==> config.mk <==
export PLATFORM = sky130hd
export DESIGN_NAME = beep_arbiter_flat
export DESIGN_NICKNAME = d
export VERILOG_FILES = /design/src/rtl/beep_arbiter_if.sv /design/src/rtl/beep_arbiter.sv /design/src/flat_wrapper.sv
export SDC_FILE = /design/constraint.sdc
export NUM_CORES = 1
export LEC_CHECK = 0
export CAP_MARGIN = 20
export CORE_MARGIN = 3
export CORE_UTILIZATION = 52
export DETAILED_ROUTE_END_ITERATION = 7
export PLACE_DENSITY = 0.84
export SLEW_MARGIN = 10
export SYNTH_ARGS = -nofsm -noshare
export SYNTH_HDL_FRONTEND = slang
export SYNTH_SLANG_ARGS = --single-unit
==> constraint.sdc <==
create_clock -name clk -period 2.15 [get_ports clk]
set_clock_uncertainty 0.05 [all_clocks]
set_input_delay 0.5375 -clock clk [delete_from_list [all_inputs] [get_ports clk]]
set_output_delay 0.5375 -clock clk [all_outputs]
set_load 0.01 [all_outputs]
==> src/rtl/beep_arbiter_if.sv <==
// Bus bundle for beep_arbiter: request strobes and per-requester beep counts
// in, burst status and the buzzer drive out. The master side belongs to
// whoever raises requests, and the slave side belongs to the arbiter.
interface beep_arbiter_if #(
    parameter int NREQ = 4
);
    logic [NREQ-1:0]   req;
    logic [3*NREQ-1:0] req_beeps;
    logic              busy;
    logic [2:0]        grant_id;
    logic              done;
    logic [NREQ-1:0]   pending;
    logic              beep;

    modport master (
        output req, req_beeps,
        input  busy, grant_id, done, pending, beep
    );

    modport slave (
        input  req, req_beeps,
        output busy, grant_id, done, pending, beep
    );
endinterface

==> src/rtl/beep_arbiter.sv <==
// beep_arbiter: shares one buzzer between NREQ requesters. Request pulses are
// latched as pending and served by fixed priority, with index 0 highest. Each
// grant plays a burst of 1..7 tone beeps, and silent gaps separate the beeps.
// The square-wave tone is generated here, so beep can go straight to the pin.
// Optional macro BEEP_PREEMPT_EN: a pending request with higher priority aborts
// the burst in progress during ON or GAP.
module beep_arbiter #(
    parameter int NREQ      = 4,
    parameter int ON_CYC    = 12_500_000,
    parameter int GAP_CYC   = 6_250_000,
    parameter int TONE_HALF = 12_500
) (
    input  logic           clk,
    input  logic           rstn,
    beep_arbiter_if.slave  bus
);

    localparam int DUR_MAX = (ON_CYC > GAP_CYC) ? ON_CYC : GAP_CYC;
    localparam int DUR_W   = $clog2(DUR_MAX + 1);
    localparam int TONE_W  = $clog2(TONE_HALF + 1);

    localparam logic [DUR_W-1:0]  ON_LAST   = DUR_W'(ON_CYC - 1);
    localparam logic [DUR_W-1:0]  GAP_LAST  = DUR_W'(GAP_CYC - 1);
    localparam logic [TONE_W-1:0] TONE_LAST = TONE_W'(TONE_HALF - 1);

    typedef enum logic [1:0] {IDLE, ON, GAP, FIN} state_t;

    state_t            state, state_nx;
    logic [DUR_W-1:0]  dur, dur_nx;
    logic [TONE_W-1:0] tone, tone_nx;
    logic [2:0]        remaining, remaining_nx;
    logic [2:0]        grant_id, grant_nx;
    logic [NREQ-1:0]   pending, pending_nx, grant_clr;
    logic              busy, busy_nx;
    logic              done, done_nx;
    logic              beep, beep_nx;

    logic              sel_valid;
    logic [2:0]        sel_idx;
    logic [2:0]        sel_beeps;

`ifdef BEEP_PREEMPT_EN
    logic [NREQ-1:0]   higher_mask;
`endif

    // Pick the lowest-numbered pending requester together with its beep count.
    always_comb begin
        sel_valid = |pending;
        sel_idx   = 3'd0;
        for (int i = NREQ - 1; i >= 0; i--) begin
            if (pending[i]) begin
                sel_idx = 3'(i);
            end
        end
        sel_beeps = bus.req_beeps[int'(sel_idx) * 3 +: 3];
    end

`ifdef BEEP_PREEMPT_EN
    // Mark the requesters that outrank the one being served.
    always_comb begin
        higher_mask = '0;
        for (int i = 0; i < NREQ; i++) begin
            higher_mask[i] = (3'(i) < grant_id);
        end
    end
`endif

    // Burst sequencer: next state, the duration and tone counters, and the tone level.
    always_comb begin
        state_nx     = state;
        dur_nx       = dur;
        tone_nx      = tone;
        remaining_nx = remaining;
        grant_nx     = grant_id;
        grant_clr    = '0;
        beep_nx      = 1'b0;

        case (state)
            IDLE: begin
                if (sel_valid) begin
                    grant_nx     = sel_idx;
                    remaining_nx = (sel_beeps == 3'd0) ? 3'd1 : sel_beeps;
                    grant_clr    = NREQ'(1) << sel_idx;
                    dur_nx       = '0;
                    tone_nx      = '0;
                    state_nx     = ON;
                end
            end
            ON: begin
                if (dur == ON_LAST) begin
                    dur_nx       = '0;
                    tone_nx      = '0;
                    remaining_nx = remaining - 3'd1;
                    state_nx     = (remaining == 3'd1) ? FIN : GAP;
                end else begin
                    dur_nx = dur + 1'b1;
                    if (tone == TONE_LAST) begin
                        tone_nx = '0;
                        beep_nx = ~beep;
                    end else begin
                        tone_nx = tone + 1'b1;
                        beep_nx = beep;
                    end
                end
            end
            GAP: begin
                if (dur == GAP_LAST) begin
                    dur_nx   = '0;
                    tone_nx  = '0;
                    state_nx = ON;
                end else begin
                    dur_nx = dur + 1'b1;
                end
            end
            FIN: begin
                state_nx = IDLE;
            end
            default: begin
                state_nx = IDLE;
            end
        endcase

`ifdef BEEP_PREEMPT_EN
        if ((state == ON || state == GAP) && |(pending & higher_mask)) begin
            state_nx     = IDLE;
            dur_nx       = '0;
            tone_nx      = '0;
            remaining_nx = 3'd0;
            beep_nx      = 1'b0;
        end
`endif

        // A new request in the same cycle as the grant wins, so the requester is re-queued.
        pending_nx = (pending & ~grant_clr) | bus.req;
        busy_nx    = (state_nx != IDLE);
        done_nx    = (state_nx == FIN);
    end

    // Register the state, the counters and every output.
    always_ff @(posedge clk or negedge rstn) begin
        if (!rstn) begin
            state     <= IDLE;
            dur       <= '0;
            tone      <= '0;
            remaining <= 3'd0;
            grant_id  <= 3'd0;
            pending   <= '0;
            busy      <= 1'b0;
            done      <= 1'b0;
            beep      <= 1'b0;
        end else begin
            state     <= state_nx;
            dur       <= dur_nx;
            tone      <= tone_nx;
            remaining <= remaining_nx;
            grant_id  <= grant_nx;
            pending   <= pending_nx;
            busy      <= busy_nx;
            done      <= done_nx;
            beep      <= beep_nx;
        end
    end

    assign bus.busy     = busy;
    assign bus.grant_id = grant_id;
    assign bus.done     = done;
    assign bus.pending  = pending;
    assign bus.beep     = beep;

endmodule
==> src/flat_wrapper.sv <==
// flat-port wrapper written by rule: the top's interface ports become plain ports
module beep_arbiter_flat 
#(
    parameter int NREQ      = 4,
    parameter int ON_CYC    = 12_500_000,
    parameter int GAP_CYC   = 6_250_000,
    parameter int TONE_HALF = 12_500
)
  (clk, rstn, bus_req, bus_req_beeps, bus_busy, bus_grant_id, bus_done, bus_pending, bus_beep);
  beep_arbiter_if #(.NREQ(NREQ)) bus_i ();
  input  logic clk;
  input  logic rstn;
  input wire logic [$bits(bus_i.req)-1:0] bus_req;
  input wire logic [$bits(bus_i.req_beeps)-1:0] bus_req_beeps;
  output wire logic [$bits(bus_i.busy)-1:0] bus_busy;
  output wire logic [$bits(bus_i.grant_id)-1:0] bus_grant_id;
  output wire logic [$bits(bus_i.done)-1:0] bus_done;
  output wire logic [$bits(bus_i.pending)-1:0] bus_pending;
  output wire logic [$bits(bus_i.beep)-1:0] bus_beep;
  assign bus_i.req = bus_req;
  assign bus_i.req_beeps = bus_req_beeps;
  assign bus_busy = bus_i.busy;
  assign bus_grant_id = bus_i.grant_id;
  assign bus_done = bus_i.done;
  assign bus_pending = bus_i.pending;
  assign bus_beep = bus_i.beep;
  beep_arbiter #(.NREQ(NREQ), .ON_CYC(ON_CYC), .GAP_CYC(GAP_CYC), .TONE_HALF(TONE_HALF)) u_core (.clk(clk), .rstn(rstn), .bus(bus_i));
endmodule
==> results_dict.tcl, run 1 <==
set metrics [dict create \
    io_buffers 26 \
    grt_max_degree 53 \
    die_w_microns 84.41 \
    post_drt_via_cell_ratio 6.434 \
    flow.area_growth_from_synthesis_pct 36.67 \
    diodes 0 \
    cp.buffers_inverters 1 \
    n_fill_cell 356 \
    rsz0062_at_grt "true" \
    period_needed_ns 2.306 \
    cp_slowest_stage_delay_ns 0.50 \
    fp-row-count 27 \
    grtUsageTotal_pct 24.01 \
    core_area_sq_um 5709 \
    h-tree-depth 2 \
    critPathArrivalTime_ns 2.45 \
    cts_inserted_buffers 5 \
    finalCritPeriodShare_pct 107.2 \
    drive_gt1_share_pct 27.80 \
    clock_latency_ns 0.31 \
    dp_hpwl_microns 6068 \
    r2r-end "u_core.tone[9]$_DFFE_PN0P_" \
    io-pin-count 28 \
    route.detailed.drc 0 \
    tightest_slew_ns 0.6419 \
    fmax_mhz 433.7 \
    grt_pass1_wl_microns 14280 \
    die-area_sq_um 7124 \
    yosys_most_used_dff "dfrtp_1" \
    critPathTopFamily "compound AO/OA/AOI/OAI gates" \
    yosysWarningCount 0 \
    antenna_found_initial 0 \
    slew_headroom_pct 56.88 \
    drt-initial-drc-count 264 \
    drv_slew 0 \
    gr-total-overflow 0 \
    post-place-ws_ns -0.1740 \
    worstReg2RegStart "u_core.tone[0]$_DFFE_PN0P_" \
    die_h_microns 84.41 \
    violations "negative setup slack" \
    fin_nets 471 \
    place_area_sq_um 3901 \
    synth_compound_area_share_pct 19.22 \
    synth_fa_ha_area_share_pct 3.131 \
    cts_tree "built" \
    hold_path.class "in -> async" \
    synthArstFlopShare_pct 100.0 \
    cp_cell_sequence "ha_1 > or4b_4 > o41ai_4 > buf_4 > a21oi_2 > a211oi_1 > o22ai_1" \
    seq_area_frac_synth_pct 40.70 \
    setup_viol_count_final 14 \
    start_util_pct 55.99 \
    cp.depth 7 \
    gp_congestion 0.8458 \
    wirelength_microns 9534 \
    design_area_sq_um 4369 \
    r2r_slack_ns -0.16 \
    synth.avg_cell_area_sq_um 9.005 \
    cts_buffer_depth 2 \
    synth_mux_area_share_pct 3.992 \
    drtAntennaViolNets 0 \
    yosys.area_share.simple_pct 25.99 \
    setup.worst_path.start "u_core.tone[0]$_DFFE_PN0P_" \
    critPathKind "reg -> reg" \
    rr_worst_depth 7 \
    worstPathMaxFanout 9 \
    synth.net_count 381 \
    synth-xor-area-share_pct 2.740 \
    status "complete, but fails checks" \
    synthCells 355 \
    finalHoldViolations 0 \
    endpoint_kind "flop" \
    ctsHoldBuffers 0 \
    synth_top_family_by_area "simple AND/OR/NAND/NOR gates" \
    ys_ff_latch 52 \
    synth_edf_count 0 \
    drv_cap 0 \
    powerDensity_nw_per_um2 404.8 \
    grt_pass1_vias 3057 \
    clk_pin_slew_worst_paths_ns 0.10 \
    vias 3333 \
    peakVddDrop_uv 385.6 \
    static-leakage-power_uw 0.001973 \
    worstPathRequired_ns 2.30 \
    finalWorstSetupSlack_ns -0.1556 \
    ys_types 62 \
    crit_path_end "u_core.tone[9]$_DFFE_PN0P_" \
    critPathSlowestCell "or4b_4" \
    dr.pass1.iters 5 \
    cts.sinks 52 \
    cts_root_buf "clkbuf_8" \
    start_kind "flop" \
    wl_per_cell_microns 18.41 \
    netlist_area_sq_um 3197 \
]
cell type report:
cell class / count / area, sq um / area share, %
Inverter: 18 / 67.56 / 1.546
Clock buffer: 6 / 72.57 / 1.661
Tap cell: 72 / 90.09 / 2.062
Timing Repair Buffer: 95 / 820.8 / 18.79
Multi-Input combinational cell: 273 / 1982 / 45.36
Sequential cell: 52 / 1301 / 29.78
Clock inverter: 2 / 35.03 / 0.8018
routing by layer:
metal	up-vias	routed length, microns	track usage [%]
met1	1614	3790	31.73
met4	0	207	6.763
li1	1510	-	-
met2	179	4931	41.39
met5	-	0	0
met3	30	605	3.238
stage by stage:
step                setup TNS (ns)  utilization [%]  hold WS (ns)  power [uW]  std cells
finish                     -0.6595            76.53        0.1573        1769        518
global route                -2.235            76.53        0.1722        1823        518
CTS                       -0.05185            71.27        0.1688        1771        497
detailed placement          -1.783            68.33        0.4312        1108        486
global placement           -0.6121            68.33        0.4332        1105        486
floorplan                   -1.120                -        0.1919        1043        355
report_power, final:
part           switching (uW)  leakage (uW)  internal [uW]
logic                    42.5       0.00125           52.2
registers                7.21      0.000665            986
clock network             334     0.0000552            346
layout by cell type (no fill, tap or decap), types with 4 or more instances in the layout:
cell type	n
buf_4	61
dfrtp_1	52
nand2_1	39
nor2_1	25
clkdlybuf4s50_1	25
nand3_1	22
inv_1	17
nand4_1	12
o22ai_1	12
o211ai_1	10
a211oi_2	10
a21oi_1	9
and3_1	8
o21ai_0	8
nand2b_1	7
xor2_1	7
nor4_1	6
mux2i_1	6
buf_6	6
ha_1	5
clkbuf_8	5
a21o_1	4
nor3_1	4
or3_1	4
flip-flops by register name, summed over array words and instances (netlist names):
register and flops:
u_core.bus.pending 4, u_core.bus.beep 1, u_core.remaining 3, u_core.dur 24, u_core.state 2, u_core.bus.done 1, u_core.bus.busy 1, u_core.bus.grant_id 2
u_core.tone 14
how the worst min path moves through the flow:
stage | to | slack (ns) | cells past startpoint | from
floorplan | u_core.bus.beep$_DFFE_PN0P_ | 0.19 | 0 | rstn
global placement | u_core.bus.grant_id[1]$_DFFE_PN0P_ | 0.43 | 1 | u_core.bus.grant_id[1]$_DFFE_PN0P_
detailed placement | u_core.bus.grant_id[1]$_DFFE_PN0P_ | 0.43 | 1 | u_core.bus.grant_id[1]$_DFFE_PN0P_
CTS | u_core.tone[11]$_DFFE_PN0P_ | 0.17 | 2 | rstn
global route | u_core.tone[13]$_DFFE_PN0P_ | 0.17 | 2 | rstn
finish | u_core.tone[9]$_DFFE_PN0P_ | 0.16 | 2 | rstn
repair_timing:
| item | 4_1_cts | 5_1_grt |
|---|---|---|
| cloned | 0 | 3 |
| pin swaps | 3 | 20 |
| endpoints found under the hold margin | 0 | 0 |
| setup endpoints to repair | 19 | 36 |
| setup buffers | 3 | 18 |
| resized for setup | 9 | 38 |
cells in the mapped netlist, types with 7 or more instances:
library cell | n | share of area [%]
a211oi_1 | 13 | 3.1
a21oi_1 | 12 | 1.9
and3_1 | 8 | 1.6
clkbuf_1 | 9 | 1.1
dfrtp_1 | 52 | 41
ha_1 | 8 | 3.1
inv_1 | 18 | 2.1
nand2_1 | 41 | 4.8
nand2b_1 | 7 | 1.4
nand3_1 | 22 | 3.4
nand4_1 | 12 | 2.3
nor2_1 | 26 | 3.1
o211ai_1 | 10 | 2.3
o21ai_0 | 12 | 1.9
o22ai_1 | 13 | 2.5
xor2_1 | 7 | 1.9
kinds of logic (layout without fill, tap and decap cells):
family	count (synthesis)	after routing
muxes	9	9
adders and majority gates	8	8
AOI/OAI and AO/OA	89	90
other	1	1
and+or+nand+nor	154	155
xor gates and xnor gates	10	10
buffers and inverters	32	121
DFF	52	52
Note: power is estimated with default switching activity, not from simulation.
==> run 2: changes to the inputs <==
--- a/config.mk
+++ b/config.mk
@@ -5,7 +5,6 @@
 export SDC_FILE = /design/constraint.sdc
 export NUM_CORES = 1
 export LEC_CHECK = 0
-export CAP_MARGIN = 20
 export CORE_MARGIN = 3
 export CORE_UTILIZATION = 52
 export DETAILED_ROUTE_END_ITERATION = 7
==> results of run 2 <==
Final layout, timing and power as in run 1 (identical DEF).
